$ cat src/rtl/systolic_sequencer_if.sv
// Command, operand-buffer and array-feed signals of the systolic sequencer.
// master = command logic / operand buffers / consumer, slave = sequencer.
interface systolic_sequencer_if #(
  parameter int SIZE   = 4,
  parameter int DATA_W = 8,
  parameter int K_W    = 8
);
  logic                     start;
  logic [K_W-1:0]           k_len;
  logic                     busy;
  logic                     rd_en;
  logic [K_W-1:0]           rd_addr;
  logic [SIZE*DATA_W-1:0]   a_data;
  logic [SIZE*DATA_W-1:0]   b_data;
  logic [SIZE*DATA_W-1:0]   a_rows;
  logic [SIZE*DATA_W-1:0]   b_cols;
  logic [SIZE-1:0]          lane_valid;
  logic                     acc_clear;
  logic                     res_valid;
  logic                     res_ready;
  logic                     done;

  modport master (
    output start, k_len, a_data, b_data, res_ready,
    input  busy, rd_en, rd_addr, a_rows, b_cols, lane_valid, acc_clear, res_valid, done
  );

  modport slave (
    input  start, k_len, a_data, b_data, res_ready,
    output busy, rd_en, rd_addr, a_rows, b_cols, lane_valid, acc_clear, res_valid, done
  );
endinterface

$ cat src/rtl/systolic_sequencer.sv
// Sequences one matrix-multiply pass: clear, feed K operand vectors with
// per-lane skew, flush until PE(SIZE-1,SIZE-1) has accumulated, then hand off.
module systolic_skew_lane #(
  parameter int DATA_W = 8,
  parameter int STAGES = 1
) (
  input  logic              clock,
  input  logic              reset,
  input  logic              vld_in,
  input  logic [DATA_W-1:0] a_in,
  input  logic [DATA_W-1:0] b_in,
  output logic              vld_out,
  output logic [DATA_W-1:0] a_out,
  output logic [DATA_W-1:0] b_out
);
  logic [STAGES-1:0]             vld_pipe;
  logic [STAGES-1:0][DATA_W-1:0] a_pipe, b_pipe;

  // Stage 0 is the capture register; invalid slots are zeroed so the
  // array accumulates nothing from them.
  always_ff @(posedge clock) begin
    if (reset) begin
      vld_pipe <= '0;
      a_pipe   <= '0;
      b_pipe   <= '0;
    end else begin
      vld_pipe[0] <= vld_in;
      a_pipe[0]   <= vld_in ? a_in : '0;
      b_pipe[0]   <= vld_in ? b_in : '0;
      for (int s = 1; s < STAGES; s++) begin
        vld_pipe[s] <= vld_pipe[s-1];
        a_pipe[s]   <= a_pipe[s-1];
        b_pipe[s]   <= b_pipe[s-1];
      end
    end
  end

  assign vld_out = vld_pipe[STAGES-1];
  assign a_out   = a_pipe[STAGES-1];
  assign b_out   = b_pipe[STAGES-1];
endmodule

module systolic_sequencer #(
  parameter int SIZE   = 4,
  parameter int DATA_W = 8,
  parameter int K_W    = 8
) (
  input  logic                clock,
  input  logic                reset,
  systolic_sequencer_if.slave bus
);
  localparam int FL_W = $clog2(2*SIZE);

  typedef enum logic [2:0] {IDLE, CLEAR, FEED, FLUSH, RESULT} state_t;

  state_t          state, state_nxt;
  logic [K_W-1:0]  k_lat;
  logic [K_W-1:0]  addr;
  logic [FL_W-1:0] flush_cnt;
  logic            rd_en_d;
  logic            rd_en, acc_clear, res_valid, done;

  logic [SIZE-1:0]             lane_valid;
  logic [SIZE-1:0][DATA_W-1:0] a_rows, b_cols;

  always_ff @(posedge clock) begin
    if (reset) begin
      state     <= IDLE;
      k_lat     <= '0;
      addr      <= '0;
      flush_cnt <= '0;
      rd_en_d   <= 1'b0;
    end else begin
      state   <= state_nxt;
      rd_en_d <= rd_en;
      if (state == IDLE && state_nxt == CLEAR) k_lat <= bus.k_len;
      // Address only advances inside FEED, so it never wraps even for K = 2^K_W-1.
      addr      <= (state == FEED && state_nxt == FEED) ? addr + K_W'(1) : '0;
      flush_cnt <= (state == FLUSH) ? flush_cnt + FL_W'(1) : '0;
    end
  end

  always_comb begin
    state_nxt = state;
    rd_en     = 1'b0;
    acc_clear = 1'b0;
    res_valid = 1'b0;
    done      = 1'b0;
    case (state)
      IDLE:   if (bus.start && bus.k_len != '0) state_nxt = CLEAR;
      CLEAR: begin
        acc_clear = 1'b1;
        state_nxt = FEED;
      end
      FEED: begin
        rd_en = 1'b1;
        if (addr == k_lat - K_W'(1)) state_nxt = FLUSH;
      end
      // Last element needs 2 + 2*(SIZE-1) cycles to reach the far corner PE.
      FLUSH:  if (flush_cnt == FL_W'(2*SIZE-1)) state_nxt = RESULT;
      RESULT: begin
        res_valid = 1'b1;
        if (bus.res_ready) begin
          done      = 1'b1;
          state_nxt = IDLE;
        end
      end
      default: state_nxt = IDLE;
    endcase
  end

  for (genvar i = 0; i < SIZE; i++) begin : g_lane
    systolic_skew_lane #(.DATA_W(DATA_W), .STAGES(i+1)) u_lane (
      .clock   (clock),
      .reset   (reset),
      .vld_in  (rd_en_d),
      .a_in    (bus.a_data[i*DATA_W +: DATA_W]),
      .b_in    (bus.b_data[i*DATA_W +: DATA_W]),
      .vld_out (lane_valid[i]),
      .a_out   (a_rows[i]),
      .b_out   (b_cols[i])
    );
  end

  assign bus.busy       = (state != IDLE);
  assign bus.rd_en      = rd_en;
  assign bus.rd_addr    = addr;
  assign bus.acc_clear  = acc_clear;
  assign bus.res_valid  = res_valid;
  assign bus.done       = done;
  assign bus.lane_valid = lane_valid;
  assign bus.a_rows     = a_rows;
  assign bus.b_cols     = b_cols;
endmodule

$ cat src/flat_wrapper.sv
// flat-port wrapper written by rule: the top's interface ports become plain ports
module systolic_sequencer_flat 
#(
  parameter int SIZE   = 4,
  parameter int DATA_W = 8,
  parameter int K_W    = 8
)
  (clock, reset, bus_start, bus_k_len, bus_a_data, bus_b_data, bus_res_ready, bus_busy, bus_rd_en, bus_rd_addr, bus_a_rows, bus_b_cols, bus_lane_valid, bus_acc_clear, bus_res_valid, bus_done);
  systolic_sequencer_if #(.SIZE(SIZE), .DATA_W(DATA_W), .K_W(K_W)) bus_i ();
  input  logic clock;
  input  logic reset;
  input wire logic [$bits(bus_i.start)-1:0] bus_start;
  input wire logic [$bits(bus_i.k_len)-1:0] bus_k_len;
  input wire logic [$bits(bus_i.a_data)-1:0] bus_a_data;
  input wire logic [$bits(bus_i.b_data)-1:0] bus_b_data;
  input wire logic [$bits(bus_i.res_ready)-1:0] bus_res_ready;
  output wire logic [$bits(bus_i.busy)-1:0] bus_busy;
  output wire logic [$bits(bus_i.rd_en)-1:0] bus_rd_en;
  output wire logic [$bits(bus_i.rd_addr)-1:0] bus_rd_addr;
  output wire logic [$bits(bus_i.a_rows)-1:0] bus_a_rows;
  output wire logic [$bits(bus_i.b_cols)-1:0] bus_b_cols;
  output wire logic [$bits(bus_i.lane_valid)-1:0] bus_lane_valid;
  output wire logic [$bits(bus_i.acc_clear)-1:0] bus_acc_clear;
  output wire logic [$bits(bus_i.res_valid)-1:0] bus_res_valid;
  output wire logic [$bits(bus_i.done)-1:0] bus_done;
  assign bus_i.start = bus_start;
  assign bus_i.k_len = bus_k_len;
  assign bus_i.a_data = bus_a_data;
  assign bus_i.b_data = bus_b_data;
  assign bus_i.res_ready = bus_res_ready;
  assign bus_busy = bus_i.busy;
  assign bus_rd_en = bus_i.rd_en;
  assign bus_rd_addr = bus_i.rd_addr;
  assign bus_a_rows = bus_i.a_rows;
  assign bus_b_cols = bus_i.b_cols;
  assign bus_lane_valid = bus_i.lane_valid;
  assign bus_acc_clear = bus_i.acc_clear;
  assign bus_res_valid = bus_i.res_valid;
  assign bus_done = bus_i.done;
  systolic_sequencer #(.SIZE(SIZE), .DATA_W(DATA_W), .K_W(K_W)) u_core (.clock(clock), .reset(reset), .bus(bus_i));
endmodule
$ cat config.mk
export PLATFORM = sky130hd
export DESIGN_NAME = systolic_sequencer_flat
export DESIGN_NICKNAME = d
export VERILOG_FILES = /design/src/rtl/systolic_sequencer_if.sv /design/src/rtl/systolic_sequencer.sv /design/src/flat_wrapper.sv
export SDC_FILE = /design/constraint.sdc
export NUM_CORES = 1
export LEC_CHECK = 0
export BUFFER_PORTS_ARGS = -buffer_cell sky130_fd_sc_hd__buf_2
export CAP_MARGIN = 20
export CORE_ASPECT_RATIO = 0.6
export CORE_MARGIN = 4
export CORE_UTILIZATION = 55
export DETAILED_ROUTE_END_ITERATION = 6
export PLACE_DENSITY_LB_ADDON = 0.2
export SETUP_SLACK_MARGIN = 0.4
export SYNTH_ARGS = -nofsm -noshare
export SYNTH_HDL_FRONTEND = slang
export SYNTH_SLANG_ARGS = --single-unit
export TNS_END_PERCENT = 100
$ cat constraint.sdc
create_clock -name clock -period 5.5 [get_ports clock]
set_input_delay 0 -clock clock [delete_from_list [all_inputs] [get_ports clock]]
set_output_delay 0 -clock clock [all_outputs]
set_load 0.02 [all_outputs]
# [Word level (Yosys, flattened, before mapping)]
# Cells that the tools add are included.
[totals] reg_bits=193 input_bits=76
[classes] add_sub_neg=3 eq_ne=8 n_mux=10 bitwise=3 reduce_logical=9
[op_table] op="case mux 3 bit (5 select lines)" n=1
[op_table] op="2-to-1 mux 3 bit" n=4
[op_table] op="equality test 3 x 2 -> 1 bit, second input constant" n=3
[op_table] op="adder 8 x 1 -> 8 bit, second input constant" n=1
[op_table] op="equality test 8 bit" n=1
[op_table] op="nonzero test 8 bit" n=1
[op_table] op="subtractor 8 x 1 -> 8 bit, second input constant" n=1
[op_table] op="equality test 3 x 1 -> 1 bit, second input constant" n=2
[op_table] op="equality test 3 bit, second input constant" n=2
[op_table] op="OR reduction 2 bit" n=3
[op_table] op="2-to-1 mux 1 bit" n=5
[op_table] op="adder 3 x 1 -> 3 bit, second input constant" n=1
[op_table] op="logical AND 1 bit" n=3
[op_table] op="zero test 3 bit" n=1
[op_table] op="inverter 1 bit" n=3
[op_table] op="nonzero test 3 bit" n=1

# [Logic depth before layout (Yosys ltp)]
# Gate-level depths: netlist of run 1.
[logic_depth] depth_word=8 ltp_mapped=7 mapped_depth_nobuf=7

# [Modules after synthesis]
# Synthesis of run 1 repeated with hierarchy kept, for this count alone.
[unflattened] hier_cells=542 area_unflattened_um2=6356.1
[modules_own_cells] mod="systolic_skew_lane at u_core.g_lane[3].u_lane" instances=1 cells_per_inst=160 area_each_um2=2001.9 seq_area_each_um2=1361.3
[modules_own_cells] mod="systolic_skew_lane at u_core.g_lane[2].u_lane" instances=1 cells_per_inst=124 area_each_um2=1532.7 seq_area_each_um2=1021.0
[modules_own_cells] mod="systolic_sequencer" instances=1 cells_per_inst=134 area_each_um2=1239.9 seq_area_each_um2=460.4
[modules_own_cells] mod="systolic_skew_lane at u_core.g_lane[1].u_lane" instances=1 cells_per_inst=88 area_each_um2=1076.0 seq_area_each_um2=680.7
[modules_own_cells] mod="systolic_skew_lane at u_core.g_lane[0].u_lane" instances=1 cells_per_inst=36 area_each_um2=505.5 seq_area_each_um2=340.3

# [Least setup slack after synthesis of run 1]
# Ideal clock, no wire load.
[synth_timing] path_kind="register -> register" startpoint="reg u_core.k_lat[0]" endpoint="reg u_core.addr[1], in the netlist u_core.bus.rd_addr[1]" arrival_time_ps=1629 t_required_ps=5385 setup_slack_ps=3755 stages_incl_launch_ff=8 path_buffers=0 path_cell_list="dfxtp_1 > inv_1 > ha_1 > o21ba_2 > a221oi_1 > a41o_1 > o2111ai_2 > and3_1"
[synth_via] elab_chain_cells=8
[synth_rtl] item="start, declared" line="systolic_sequencer.sv:57" rtl="logic [K_W-1:0] k_lat;"
[synth_rtl] item="start signal, assigned" line="systolic_sequencer.sv:76" rtl="if (state == IDLE && state_nxt == CLEAR) k_lat <= bus.k_len;"
[synth_rtl] item="subtractor 8 x 1 -> 8 bit" line="systolic_sequencer.sv:97" rtl="if (addr == k_lat - K_W'(1)) state_nxt = FLUSH;"
[synth_rtl] item="equality test 8 bit" line="systolic_sequencer.sv:97"
[synth_rtl] item="2-to-1 mux 3 bit" line="systolic_sequencer.sv:97"
[synth_rtl] item="case mux 3 bit (5 select lines)" line="systolic_sequencer.sv:89" rtl="case (state)"
[synth_rtl] item="equality test 3 x 2 -> 1 bit" line="systolic_sequencer.sv:78" rtl="addr <= (state == FEED && state_nxt == FEED) ? addr + K_W'(1) : '0;"
[synth_rtl] item="logical AND 1 bit" line="systolic_sequencer.sv:78"
[synth_rtl] item="inverter 1 bit (no line)"
[synth_rtl] item="OR reduction 2 bit (no line)"
[synth_rtl] item="end signal, assigned" line="systolic_sequencer.sv:78"
[synth_rtl] item="end, declared" line="systolic_sequencer.sv:58" rtl="logic [K_W-1:0] addr;"
# Every way passes these cells.
# A chain may end at the register's enable or synchronous reset.

# [Worst setup path after layout of run 1]
# Same ends and word-level chain as after synthesis.

==> impl_table.tex, run 1 <==
\begin{tabular}{lr}
\hline
Metric & Value \\
\hline
\multicolumn{2}{l}{\textbf{Status}} \\
Outcome & finished clean \\
\multicolumn{2}{l}{\textbf{Synth}} \\
Synth Area per Inst & around 11 um\^{}2 \\
Number of standard cells after synthesis & around 530 \\
Flip-flop and latch count after synthesis & $\sim$190 \\
Main combinational cell family by area after synthesis & simple AND/OR/NAND/NOR gates \\
Xor and xnor fraction of the mapped netlist area & about 2.2\% \\
Simple logic cell fraction of the synthesized area & a little under a quarter \\
Cells taking the most area after synthesis & sky130\_fd\_sc\_hd\_\_dfxtp\_1, sky130\_fd\_sc\_hd\_\_nor2b\_1, sky130\_fd\_sc\_hd\_\_and2\_1 \\
Post-synthesis adder-cell area fraction & less than 1\% \\
Largest area contributor in the netlist & sky130\_fd\_sc\_hd\_\_dfxtp\_1 \\
Mapped Nets & a little over 600 \\
Share of synthesized area occupied by flip-flops and latches & a little over three fifths \\
Post-Syn Area & between 5000 and 6000 um\^{}2 \\
Share of synthesized area spent on multiplexers & under 10\% \\
Yosys warning total & 0 \\
Post-synthesis compound-gate area fraction & 1.61\% \\
Post-synth cell types & 36 \\
Area share of the leading cell type in the synthesized netlist & a little over three fifths \\
\multicolumn{2}{l}{\textbf{Placed design}} \\
Placed Instance Area & 6470 um\^{}2 \\
Worst slack at placement & 3.47 ns \\
Number of placed instances with taps included & between 700 and 800 \\
Routability Congestion & just under 0.8 \\
Port Buffer Count & between 150 and 200 \\
Post-DP HPWL & around 6600 um \\
\multicolumn{2}{l}{\textbf{CTS}} \\
Number of buffers added by the clock tree synthesis step & 17 \\
Root Driver & sky130\_fd\_sc\_hd\_\_clkbuf\_16 \\
H-Tree Depth & 4 \\
Clock latency at the later pin of the worst-skew pair & 0.41 ns \\
Post-CTS repair timing setup buffer count & 0 \\
Longest Clk Path Bufs & 2 \\
Clock tree from TritonCTS & yes \\
Clk sink count & approximately 190 \\
Worst-path clk slew & 0.06 ns \\
\multicolumn{2}{l}{\textbf{Hold path}} \\
Class of the tightest hold or removal check & in2reg \\
\multicolumn{2}{l}{\textbf{Finish}} \\
Most frequent cells in the layout & sky130\_fd\_sc\_hd\_\_dfxtp\_1, sky130\_fd\_sc\_hd\_\_buf\_2, sky130\_fd\_sc\_hd\_\_nor2b\_1, sky130\_fd\_sc\_hd\_\_dlygate4sd3\_1, sky130\_fd\_sc\_hd\_\_and2\_1 \\
Number of non-filler instances in the completed layout & approximately 860 \\
Ratio of cells with drive above 1 in the final layout & about 28\% \\
Reg area & roughly 3700 um\^{}2 \\
Combined area of the multi-input logic cells & $\sim$1700 um\^{}2 \\
Nets@finish & approximately 800 \\
Area growth from synthesis to layout & 31.3\% \\
Antenna diode count & 0 \\
Final instance area & between 7000 and 8000 um\^{}2 \\
Leading cell type in the layout, fill and taps excluded & sky130\_fd\_sc\_hd\_\_dfxtp\_1 \\
Fillers & roughly 730 \\
Finished Core Util & about 74\% \\
\multicolumn{2}{l}{\textbf{Timing}} \\
Unrepaired setup endpoints after global routing & no \\
Number of failing setup endpoints in the final timing report & 0 \\
Upper clock frequency limit & slightly below 500 MHz \\
Worst slew margin relative to its limit & a little under three fifths \\
Min Tclk post-route & between 2 and 2.5 ns \\
Worst setup margin & between 3 and 4 ns \\
Largest clock skew in the final design & $\sim$0.0087 ns \\
Setup TNS & 0 ns \\
Final Hold Fails & 0 \\
Slew at the pin closest to its max-slew limit & roughly 0.64 ns \\
Final period util & about 38\% \\
Max-slew violations & 0 \\
\multicolumn{2}{l}{\textbf{Global routing}} \\
Via count of the first global-routing pass & 3926 \\
Global-route wire length before repair & 17900 um \\
Number of antenna violations at the first check in global routing & 0 \\
Total global-route track usage & between 10\% and 20\% \\
Maximum number of pins on one net before global-route repair & 116 \\
GRT overflow & 0 \\
\multicolumn{2}{l}{\textbf{Setup path}} \\
Data arrival time of the worst path & roughly 2.4 ns \\
Endpoint kind of the worst setup timing path & register \\
Data required, critical path & between 5 and 6 ns \\
Critical path launch point type & register \\
Setup Crit Path Kind & reg2reg \\
Critical Path Fanout Max & 7 \\
\multicolumn{2}{l}{\textbf{Detailed routing}} \\
Via-to-Cell Ratio & approximately 4.5 \\
Final wirelength & 11400 um \\
Initial DRC Count & between 150 and 200 \\
Residual antenna-violating net count after detailed routing & 0 \\
Detailed-router iteration count before antenna repair & 4 \\
Count of vias placed by the detailed router & $\sim$3800 \\
Wirelength per Cell & about 13 um \\
DRC & 0 \\
\multicolumn{2}{l}{\textbf{Die}} \\
Die width & 143 um \\
Total Die Area & about 13000 um\^{}2 \\
Rows & 29 \\
Starting utilization of the core area & a little under three fifths \\
Die Y-Extent & a little under 90 um \\
Number of top-level design ports & 157 \\
Floorplan Core Area & around 11000 um\^{}2 \\
\multicolumn{2}{l}{\textbf{Flow run}} \\
Maxcap violations & 0 \\
\multicolumn{2}{l}{\textbf{Pwr}} \\
Largest vdd supply drop & 268 uV \\
Cell Pwr Density & around 350 nW/um\^{}2 \\
Leak pwr & roughly 3.6 nW \\
\hline
\end{tabular}
[flip-flops by register name, summed over array words and instances (netlist names), 4 cells and up]
register                       count
u_core.bus.rd_addr                 8
u_core.g_lane.u_lane.a_out        32
u_core.g_lane.u_lane.b_pipe       48
u_core.k_lat                       8
u_core.g_lane.u_lane.b_out        32
u_core.g_lane.u_lane.vld_pipe      4
u_core.g_lane.u_lane.a_pipe       48
[Yosys cell counts (all sizes together)]
| master | instances |
|---|---|
| nor4 | 7 |
| nor3b | 1 |
| or2 | 1 |
| a221oi | 1 |
| xnor2 | 12 |
| and3 | 11 |
| nand2 | 3 |
| dfxtp | 187 |
| nand3b | 1 |
| buf | 56 |
| o2111ai | 2 |
| a41o | 1 |
| ha | 4 |
| or4 | 1 |
| nor3 | 3 |
| nand3 | 4 |
| or3b | 1 |
| xor2 | 3 |
| o221ai | 1 |
| o21ba | 1 |
| and3b | 1 |
| and2 | 68 |
| a211oi | 1 |
| inv | 6 |
| clkbuf | 19 |
| a21oi | 2 |
| nor2 | 19 |
| nor2b | 101 |
| o2111a | 1 |
| mux2i | 8 |
| or3 | 1 |
[where the power goes]
part | switching, mW | total, mW | internal, mW
combinational | 0.0707 | 0.163 | 0.0923
sequential | 0.0119 | 1.38 | 1.37
clock | 0.524 | 1.18 | 0.654
total | 0.606 | 2.72 | 2.12
[worst paths after layout]
check                                                                    from                                          end  slack, ns  depth (start not counted)
worst max-delay path                             u_core.k_lat[0]$_SDFFE_PP0P_             u_core.bus.rd_addr[1]$_SDFF_PP0_       3.43                          7
worst max register to register                   u_core.k_lat[0]$_SDFFE_PP0P_             u_core.bus.rd_addr[1]$_SDFF_PP0_       3.43                          7
worst min-delay path                                                bus_start                 u_core.k_lat[7]$_SDFFE_PP0P_       0.06                          5
worst min register to register  u_core.g_lane[3].u_lane.b_pipe[16]$_SDFF_PP0_  u_core.g_lane[3].u_lane.b_out[0]$_SDFF_PP0_       0.43                          1
[per-stage QoR]
step | hold WS, ns | total power [mW]
finish | 0.0631 | 2.72
global route | 0.0777 | 2.82
CTS | 0.0505 | 2.74
detailed placement | 0.202 | 1.53
global placement | 0.200 | 1.53
floorplan | 0.122 | 1.49
[what timing repair did]
| item | 4_1_cts | 5_1_grt |
|---|---|---|
| hold buffers | 74 | 0 |
| gates resized for setup | 0 | 0 |
| hold endpoints to repair | 74 | 0 |
| setup endpoints to repair | 0 | 0 |
[critical path, cell delays in order (launching register included)]
cell and delay (ns):
sky130_fd_sc_hd__dfxtp_1 0.44, sky130_fd_sc_hd__inv_1 0.07, sky130_fd_sc_hd__ha_1 0.27, sky130_fd_sc_hd__o21ba_2 0.22, sky130_fd_sc_hd__a221oi_1 0.30, sky130_fd_sc_hd__a41o_1 0.18
sky130_fd_sc_hd__o2111ai_2 0.23, sky130_fd_sc_hd__and3_1 0.25
[routing by layer]
metal,share of wire (%),vias to the layer above,track usage [%]
li1,-,1958,-
met1,44,1728,20.9
met2,47,115,30.7
met3,7.6,23,6.70
met4,1.8,0,7.25
met5,0,-,0
[cell families (layout without fill, tap and decap cells)]
family / Yosys count / count (layout)
AND/OR/NAND/NOR: 223 / 223
AO/OA/AOI/OAI: 10 / 10
adder cells (fa/ha/maj): 4 / 4
flip-flops: 187 / 187
buffers and inverters: 81 / 272
multiplexers: 8 / 8
XOR/XNOR: 15 / 15
[final cells by class]
| class | count | area share [%] |
|---|---|---|
| clock buffers | 20 | 5.69 |
| clock inverters | 12 | 1.66 |
| inverters | 6 | 0.287 |
| multi-input cells | 260 | 22.1 |
| flip-flops and latches | 187 | 47.7 |
| well taps | 139 | 2.22 |
| repair buffers | 234 | 20.3 |
Note: power is estimated with default switching activity, not from simulation.
==> run 2, diff against run 1 <==
ABC_AREA = 1   (was unset)
CORE_UTILIZATION = 47   (was 55)
clock period = 1.81 ns   (was 5.5 ns; I/O delays follow)
==> run 2 against run 1 <==
Fmax is 35% higher. Total power grew to 3.1 times the previous value. Sequential power grew to 3.1 times the previous value. Critical endpoint unchanged. Critical path type unchanged. Register-to-register slack worse by 3.2 ns. Highest routed layer unchanged. Sequential cell count stayed put.
==> impl_table.tex, run 2 <==
\begin{tabular}{lr}
\hline
Metric & Value \\
\hline
\multicolumn{2}{l}{\textbf{Setup path}} \\
Slowest stage cell, crit path & sky130\_fd\_sc\_hd\_\_dfxtp\_2 \\
Data required, critical path & 2.11 ns (-3.69 ns) \\
Worst-case register-to-register setup slack & 0.28 ns (-3.16 ns) \\
Most used cell along the critical path & sky130\_fd\_sc\_hd\_\_nand2\_2 \\
Setup Crit Path Kind & reg2reg \\
Cells along the critical path & inv\_4, ha\_4, inv\_2, nand2\_2, nand2\_2, nand2\_2, nor2\_1, nand3\_1, nor2\_2, nand2\_2, nand3\_4, nor2\_1 \\
Critical path launch point type & register \\
Max incr delay on CP & 0.36 ns (-0.08 ns) \\
Critical Path Fanout Max & 8 (+1) \\
Data arrival time of the worst path & 1.83 ns (-0.54 ns) \\
Endpoint kind of the worst setup timing path & register \\
\multicolumn{2}{l}{\textbf{Finish}} \\
Largest registers & u\_core.g\_lane.u\_lane.a\_pipe: 48 flops, u\_core.g\_lane.u\_lane.b\_pipe: 48 flops \\
Antenna diode count & 0 (unchanged) \\
Finished Core Util & 63.5\% (-11 points) \\
Most frequent cells in the layout & sky130\_fd\_sc\_hd\_\_inv\_1, sky130\_fd\_sc\_hd\_\_nor2\_1, sky130\_fd\_sc\_hd\_\_dfxtp\_1, sky130\_fd\_sc\_hd\_\_buf\_2, sky130\_fd\_sc\_hd\_\_dlygate4sd3\_1 \\
Area growth from synthesis to layout & 31.7\% \\
Nets@finish & 1008 (+28\%) \\
Ratio of cells with drive above 1 in the final layout & 23.6\% (-4.2 points) \\
Leading cell type in the layout, fill and taps excluded & sky130\_fd\_sc\_hd\_\_inv\_1 \\
Number of non-filler instances in the completed layout & 1110 (+29\%) \\
\multicolumn{2}{l}{\textbf{CTS}} \\
Worst-path clk slew & 0.07 ns (about the same) \\
Clock latency at the later pin of the worst-skew pair & 0.41 ns (about the same) \\
Longest Clk Path Bufs & 2 (unchanged) \\
Number of buffers added by the clock tree synthesis step & 17 (unchanged) \\
Clk sink count & 187 (unchanged) \\
Clock tree from TritonCTS & yes \\
H-Tree Depth & 4 (unchanged) \\
Root Driver & sky130\_fd\_sc\_hd\_\_clkbuf\_16 \\
\multicolumn{2}{l}{\textbf{Timing}} \\
Upper clock frequency limit & 652 MHz (+35\%) \\
Worst slew margin relative to its limit & 52.1\% (-4.9 points) \\
Largest clock skew in the final design & 0.0129 ns (+0.00422 ns) \\
Number of failing setup endpoints in the final timing report & 0 (unchanged) \\
Final Hold Fails & 0 (unchanged) \\
Worst setup margin & 0.276 ns (-3.16 ns) \\
Max-slew violations & 0 (unchanged) \\
Setup TNS & 0 ns (unchanged) \\
Final period util & 84.8\% (+47 points) \\
Slew at the pin closest to its max-slew limit & 0.719 ns (+0.0769 ns) \\
Min Tclk post-route & 1.53 ns (-0.533 ns) \\
Unrepaired setup endpoints after global routing & yes \\
\multicolumn{2}{l}{\textbf{Synth}} \\
Post-synth cell types & 25 (-31\%) \\
Flip-flop and latch count after synthesis & 187 (unchanged) \\
Mapped Nets & 820 (+35\%) \\
Synth Area per Inst & 8.40 um\^{}2 (-26\%) \\
Area share of the leading cell type in the synthesized netlist & 60.2\% (-2.4 points) \\
Yosys warning total & 0 (unchanged) \\
Cells taking the most area after synthesis & sky130\_fd\_sc\_hd\_\_dfxtp\_1, sky130\_fd\_sc\_hd\_\_inv\_1, sky130\_fd\_sc\_hd\_\_nor2\_1 \\
Prevailing post-synth register cell & sky130\_fd\_sc\_hd\_\_dfxtp\_1 \\
Share of synthesized area occupied by flip-flops and latches & 60.2\% (-2.4 points) \\
Number of synthesized flops with an enable pin & 0 (unchanged) \\
Number of standard cells after synthesis & 740 (+40\%) \\
Largest area contributor in the netlist & sky130\_fd\_sc\_hd\_\_dfxtp\_1 \\
Most common cell in the netlist & sky130\_fd\_sc\_hd\_\_inv\_1 \\
Post-Syn Area & 6210 um\^{}2 (+4.0\%) \\
Commonest cells in the netlist & sky130\_fd\_sc\_hd\_\_inv\_1, sky130\_fd\_sc\_hd\_\_nor2\_1, sky130\_fd\_sc\_hd\_\_dfxtp\_1, sky130\_fd\_sc\_hd\_\_buf\_4, sky130\_fd\_sc\_hd\_\_nand2\_1 \\
Fraction of registers with async set/reset & 0\% (unchanged) \\
\multicolumn{2}{l}{\textbf{Detailed routing}} \\
Count of vias placed by the detailed router & 4457 (+17\%) \\
Detailed-router iteration count before antenna repair & 4 (unchanged) \\
Initial DRC Count & 187 (+18\%) \\
Via-to-Cell Ratio & 4.02 (-9.9\%) \\
Final wirelength & 12200 um (+7.0\%) \\
DRC & 0 (unchanged) \\
Residual antenna-violating net count after detailed routing & 0 (unchanged) \\
Wirelength per Cell & 11.0 um (-17\%) \\
\multicolumn{2}{l}{\textbf{Hold path}} \\
Class of the tightest hold or removal check & in2reg \\
\multicolumn{2}{l}{\textbf{Die}} \\
Starting utilization of the core area & 48.2\% (-8.2 points) \\
Die Y-Extent & 97.1 um (+9.4\%) \\
Die width & 156 um (+9.7\%) \\
Total Die Area & 15200 um\^{}2 (+20\%) \\
Number of top-level design ports & 157 (unchanged) \\
Rows & 32 (+10\%) \\
Floorplan Core Area & 12900 um\^{}2 (+22\%) \\
\multicolumn{2}{l}{\textbf{Global routing}} \\
Via count of the first global-routing pass & 4479 (+14\%) \\
Number of antenna violations at the first check in global routing & 0 (unchanged) \\
Total global-route track usage & 16.4\% (-1.6 points) \\
GRT overflow & 0 (unchanged) \\
Global-route wire length before repair & 20500 um (+15\%) \\
Maximum number of pins on one net before global-route repair & 100 (-14\%) \\
\multicolumn{2}{l}{\textbf{Placed design}} \\
Number of placed instances with taps included & 999 (+33\%) \\
Post-DP HPWL & 7600 um (+14\%) \\
Port Buffer Count & 156 (unchanged) \\
Worst slack at placement & 0.286 ns (-3.18 ns) \\
Routability Congestion & 0.876 (+12\%) \\
\multicolumn{2}{l}{\textbf{Status}} \\
Outcome & finished clean \\
\multicolumn{2}{l}{\textbf{Pwr}} \\
Largest vdd supply drop & 633 uV (+140\%) \\
Leak pwr & 4.04 nW (+12\%) \\
Cell Pwr Density & 1030 nW/um\^{}2 (+200\%) \\
Power, Total & 8.45 mW (+210\%) \\
\multicolumn{2}{l}{\textbf{Flow run}} \\
Maxcap violations & 0 (unchanged) \\
\hline
\end{tabular}
-- run 2: stage by stage --
stage	hold slack, ns	area, um^2
2_1_floorplan	0.112	6230
3_3_place_gp	0.211	6780
3_5_place_dp	0.212	6780
4_1_cts	0.147	8130
5_1_grt	0.157	8190
6_report	0.122	8190
-- run 2: per-layer routing --
metal	up-vias	GRT usage [%]	share of wire, %
li1	2390	-	-
met1	1929	20.5	45
met2	128	27.3	47
met3	10	4.90	7.8
met4	0	5.00	0.87
met5	-	0	0
-- run 2: report_power, final --
part	total (mW)	switching [mW]	leakage (nW)	internal, mW
clock network	3.58	1.63	0.283	1.95
registers	4.22	0.0386	1.51	4.18
logic	0.648	0.333	2.25	0.315
total	8.45	2.00	4.04	6.44
-- run 2: cells by family (layout without fill, tap and decap cells) --
family | after synthesis | count (layout) | share of synthesized area, %
adders and majority gates | 4 | 4 | 0.806
buffers and inverters | 268 | 468 | 19.6
DFF | 187 | 187 | 60.2
and+or+nand+nor | 253 | 253 | 16.3
AOI/OAI and AO/OA | 17 | 17 | 1.49
xor gates and xnor gates | 11 | 11 | 1.55
-- run 2: worst max-delay path: cells and delay by family, from the launching register on --
family                     cells  cell delay (ns)
and+or+nand+nor                9             0.73
DFF                            1             0.36
adders and majority gates      1             0.24
buffers and inverters          2             0.10
-- run 2: cell type report --
type                            instances  area (um^2)
Inverter                              197          742
Multi-Input combinational cell        285         1300
Clock buffer                           17          425
Clock inverter                         14          154
Fill cell                            1092         4710
Tap cell                              170          213
Sequential cell                       187         3750
Timing Repair Buffer                  240         1610
-- run 2: final timing paths --
| check | start | endpoint | depth (start not counted) |
|---|---|---|---|
| hold reg to reg | u_core.g_lane[2].u_lane.a_pipe[13]$_SDFF_PP0_ | u_core.g_lane[2].u_lane.a_out[5]$_SDFF_PP0_ | 2 |
| setup / recovery | u_core.k_lat[0]$_SDFFE_PP0P_ | u_core.bus.rd_addr[1]$_SDFF_PP0_ | 12 |
| setup reg to reg | u_core.k_lat[0]$_SDFFE_PP0P_ | u_core.bus.rd_addr[1]$_SDFF_PP0_ | 12 |
| hold / removal | bus_start | u_core.k_lat[7]$_SDFFE_PP0P_ | 5 |
-- run 2: timing repair --
action	in CTS	in global routing
setup buffers	3	3
endpoints found under the hold margin	77	0
pin swaps	13	9
hold buffers	74	0
endpoints found under the setup margin	9	112
resized for setup	4	13
==> run 3, diff against run 2 <==
ABC_AREA = 0   (was 1)
CORE_UTILIZATION = 52   (was 47)
clock period = 1.6 ns   (was 1.81 ns; I/O delays follow)
==> run 3 against run 2 <==
Sequential power is 13% higher. Fmax is 13% lower. Cell count is 20% lower. Sequential share of layout area is 0.16 points lower. Core utilization is 12 points higher. Setup slack worse by 0.43 ns. Sequential cell count stayed put. Die area is 12% lower. Clock skew is 0.0020 ns lower. Largest power group unchanged. Critical endpoint is now u_core.bus.rd_addr[6]$_SDFF_PP0_. Largest cell class unchanged. The run now ends with negative setup slack left. Global-route usage is 2.6 points higher. Via count is 11% lower.
==> impl_table.tex, run 3 (synthesis gave the netlist of run 1 again) <==
\begin{tabular}{lr}
\hline
Metric & Value \\
\hline
\multicolumn{2}{l}{\textbf{Status}} \\
Outcome & complete, but fails checks \\
Failing checks & negative setup slack \\
\multicolumn{2}{l}{\textbf{Timing}} \\
Unrepaired setup endpoints after global routing & yes \\
Worst setup margin & -0.157 ns (-0.433 ns) \\
Setup TNS & -1.27 ns (-1.27 ns) \\
Worst slew margin relative to its limit & 62.8\% (+11 points) \\
Upper clock frequency limit & 569 MHz (-13\%) \\
Number of failing setup endpoints in the final timing report & 17 (+17) \\
Final period util & 110\% (+25 points) \\
Final Hold Fails & 0 (unchanged) \\
Slew at the pin closest to its max-slew limit & 0.553 ns (-0.166 ns) \\
Worst-case hold slack & 0.191 ns (+0.0690 ns) \\
Largest clock skew in the final design & 0.0109 ns (-0.00205 ns) \\
Min Tclk post-route & 1.76 ns (+0.223 ns) \\
Max-slew violations & 0 (unchanged) \\
\multicolumn{2}{l}{\textbf{Finish}} \\
Fillers & 682 (-38\%) \\
Antenna diode count & 0 (unchanged) \\
Combined area of the multi-input logic cells & 1890 um\^{}2 (+46\%) \\
Ratio of cells with drive above 1 in the final layout & 34.8\% (+11 points) \\
Area growth from synthesis to layout & 37.8\% \\
Reg area & 3760 um\^{}2 (+0.27\%) \\
Nets@finish & 814 (-19\%) \\
Leading cell type in the layout, fill and taps excluded & sky130\_fd\_sc\_hd\_\_dfxtp\_1 \\
Most frequent cells in the layout & sky130\_fd\_sc\_hd\_\_dfxtp\_1, sky130\_fd\_sc\_hd\_\_buf\_2, sky130\_fd\_sc\_hd\_\_nor2b\_1, sky130\_fd\_sc\_hd\_\_dlygate4sd3\_1, sky130\_fd\_sc\_hd\_\_and2\_1 \\
Largest registers & u\_core.g\_lane.u\_lane.a\_pipe: 48 flops, u\_core.g\_lane.u\_lane.b\_pipe: 48 flops \\
\multicolumn{2}{l}{\textbf{Global routing}} \\
Total global-route track usage & 19.0\% (+2.6 points) \\
Number of antenna violations at the first check in global routing & 0 (unchanged) \\
Via count of the first global-routing pass & 4012 (-10\%) \\
GRT overflow & 0 (unchanged) \\
Maximum number of pins on one net before global-route repair & 55 (-45\%) \\
Global-route wire length before repair & 20100 um (-1.9\%) \\
\multicolumn{2}{l}{\textbf{Detailed routing}} \\
Detailed-router iteration count before antenna repair & 4 (unchanged) \\
Final wirelength & 12500 um (+2.4\%) \\
Met3 Wirelength & 830 um (-12\%) \\
Residual antenna-violating net count after detailed routing & 0 (unchanged) \\
Met1 Wirelength & 5340 um (-2.3\%) \\
Initial DRC Count & 164 (-12\%) \\
Highest layer used for signal routing & met4 \\
Wirelength per Cell & 14.1 um (+29\%) \\
Via-to-Cell Ratio & 4.49 (+12\%) \\
WL met2 & 6130 um (+7.7\%) \\
DRC & 0 (unchanged) \\
Count of vias placed by the detailed router & 3970 (-11\%) \\
\multicolumn{2}{l}{\textbf{Pwr}} \\
Part of the total power dissipated in the clock network & 41.1\% (-1.3 points) \\
Part of the power in registers & 51.2\% (+1.3 points) \\
Int Power & 7.14 mW (+11\%) \\
Cell Pwr Density & 1130 nW/um\^{}2 (+9.3\%) \\
Leak pwr & 3.75 nW (-7.1\%) \\
Net Switching & 2.15 mW (+7.2\%) \\
Relative contribution of combinational cells to total power & 7.7\% (about the same) \\
Largest vdd supply drop & 948 uV (+50\%) \\
Switching power share of the total & 23.1\% (-0.59 points) \\
\multicolumn{2}{l}{\textbf{Setup path}} \\
Timing startpoint of the critical path & u\_core.k\_lat[3]\$\_SDFFE\_PP0P\_ \\
Critical Path Fanout Max & 7 (-1) \\
Crit path max-delay family & simple AND/OR/NAND/NOR gates \\
Setup Crit Path Kind & reg2reg \\
Critical path launch point type & register \\
Max incr delay on CP & 0.56 ns (+0.20 ns) \\
Data arrival time of the worst path & 2.11 ns (+0.28 ns) \\
Endpoint kind of the worst setup timing path & register \\
Launch instance of the worst register-to-register path & u\_core.k\_lat[3]\$\_SDFFE\_PP0P\_ \\
Data required, critical path & 1.96 ns (-0.15 ns) \\
Cells along the critical path & or4\_4, o221ai\_2, nand2\_2, o2111ai\_4, and3\_4 \\
Slowest stage cell, crit path & sky130\_fd\_sc\_hd\_\_or4\_4 \\
Buf+Inv Stages, Crit Path & 0 (-2) \\
\multicolumn{2}{l}{\textbf{Placed design}} \\
Worst slack at placement & -0.241 ns (-0.527 ns) \\
Post-DP HPWL & 7270 um (-4.4\%) \\
Routability Congestion & 0.795 (-9.3\%) \\
Port Buffer Count & 156 (unchanged) \\
\multicolumn{2}{l}{\textbf{CTS}} \\
Root Driver & sky130\_fd\_sc\_hd\_\_clkbuf\_16 \\
H-Tree Depth & 4 (unchanged) \\
Worst-path clk slew & 0.07 ns (about the same) \\
Number of buffers added by the clock tree synthesis step & 17 (unchanged) \\
Longest Clk Path Bufs & 2 (unchanged) \\
Clock tree from TritonCTS & yes \\
Clk sink count & 187 (unchanged) \\
Clock latency at the later pin of the worst-skew pair & 0.41 ns (about the same) \\
\multicolumn{2}{l}{\textbf{Die}} \\
Total Die Area & 13300 um\^{}2 (-12\%) \\
Floorplan Core Area & 10900 um\^{}2 (-16\%) \\
Die width & 146 um (-6.4\%) \\
Starting utilization of the core area & 54.9\% (+6.7 points) \\
Number of top-level design ports & 157 (unchanged) \\
Die Y-Extent & 91.0 um (-6.2\%) \\
Rows & 29 (-9.4\%) \\
\multicolumn{2}{l}{\textbf{Hold path}} \\
Hold Startpoint & bus\_start \\
Class of the tightest hold or removal check & in2reg \\
\multicolumn{2}{l}{\textbf{Flow run}} \\
Maxcap violations & 0 (unchanged) \\
\hline
\end{tabular}
## run 3: cell types whose count changed in the layout (fill, tap and decap cells not counted), moves of 8 or more
cell and delta:
sky130_fd_sc_hd__nor2_1 -172, sky130_fd_sc_hd__nor2b_1 +100, sky130_fd_sc_hd__and3_1 +8, sky130_fd_sc_hd__buf_4 +12, sky130_fd_sc_hd__inv_1 -190, sky130_fd_sc_hd__nand2_1 -30, sky130_fd_sc_hd__and2_1 +67, sky130_fd_sc_hd__buf_6 +12
## run 3: metrics by stage
stage,power [mW],instance area [um^2],std cells,util (%)
4_1_cts,9.30,8100,877,74.4
6_report,9.29,8240,884,75.7
3_3_place_gp,5.31,6660,767,61.2
5_1_grt,9.63,8240,884,75.7
3_5_place_dp,5.32,6660,767,61.2
2_1_floorplan,5.13,6020,528,-
## run 3: tightest hold or removal path, cell delays in order
cell                       delay (ns)
sky130_fd_sc_hd__buf_2           0.10
sky130_fd_sc_hd__inv_1           0.09
sky130_fd_sc_hd__a211oi_4        0.06
sky130_fd_sc_hd__buf_6           0.13
sky130_fd_sc_hd__mux2i_1         0.11
sky130_fd_sc_hd__nor2_1          0.08
## run 3: final cells by class
type                            count  area share, %
Tap cell                          139           2.11
Clock buffer                       17           5.16
Inverter                            6          0.365
Sequential cell                   187           45.6
Timing Repair Buffer              262           22.5
Multi-Input combinational cell    260           22.9
Clock inverter                     13           1.37
## run 3: power by group through the flow
stage	clock network [mW]	logic [mW]	registers (mW)
global placement	0	0.454	4.85
global route	4.09	0.780	4.76
finish	3.82	0.720	4.75
CTS	3.88	0.666	4.75
detailed placement	0	0.469	4.85
floorplan	0	0.274	4.86
## run 3: metal layers
metal | global-route usage [%] | vias up
li1 | - | 2008
met1 | 22.9 | 1803
met2 | 31.7 | 141
met3 | 6.42 | 18
met4 | 7.20 | 0
met5 | 0 | -
## run 3: worst paths after layout
kind	to	slack, ns	cells after the start
worst min register to register	u_core.g_lane[2].u_lane.b_pipe[14]$_SDFF_PP0_	0.43	1
worst max-delay path	u_core.bus.rd_addr[6]$_SDFF_PP0_	-0.16	5
worst min-delay path	u_core.k_lat[3]$_SDFFE_PP0P_	0.19	6
worst max register to register	u_core.bus.rd_addr[6]$_SDFF_PP0_	-0.16	5
## run 3: repair_timing
| action | CTS | global route |
|---|---|---|
| resized for setup | 33 | 23 |
| hold buffers | 74 | 0 |
| setup endpoints to repair | 24 | 28 |
| cloned | 1 | 0 |
| setup buffers | 5 | 7 |
| pin swaps | 12 | 12 |
| hold endpoints to repair | 83 | 0 |
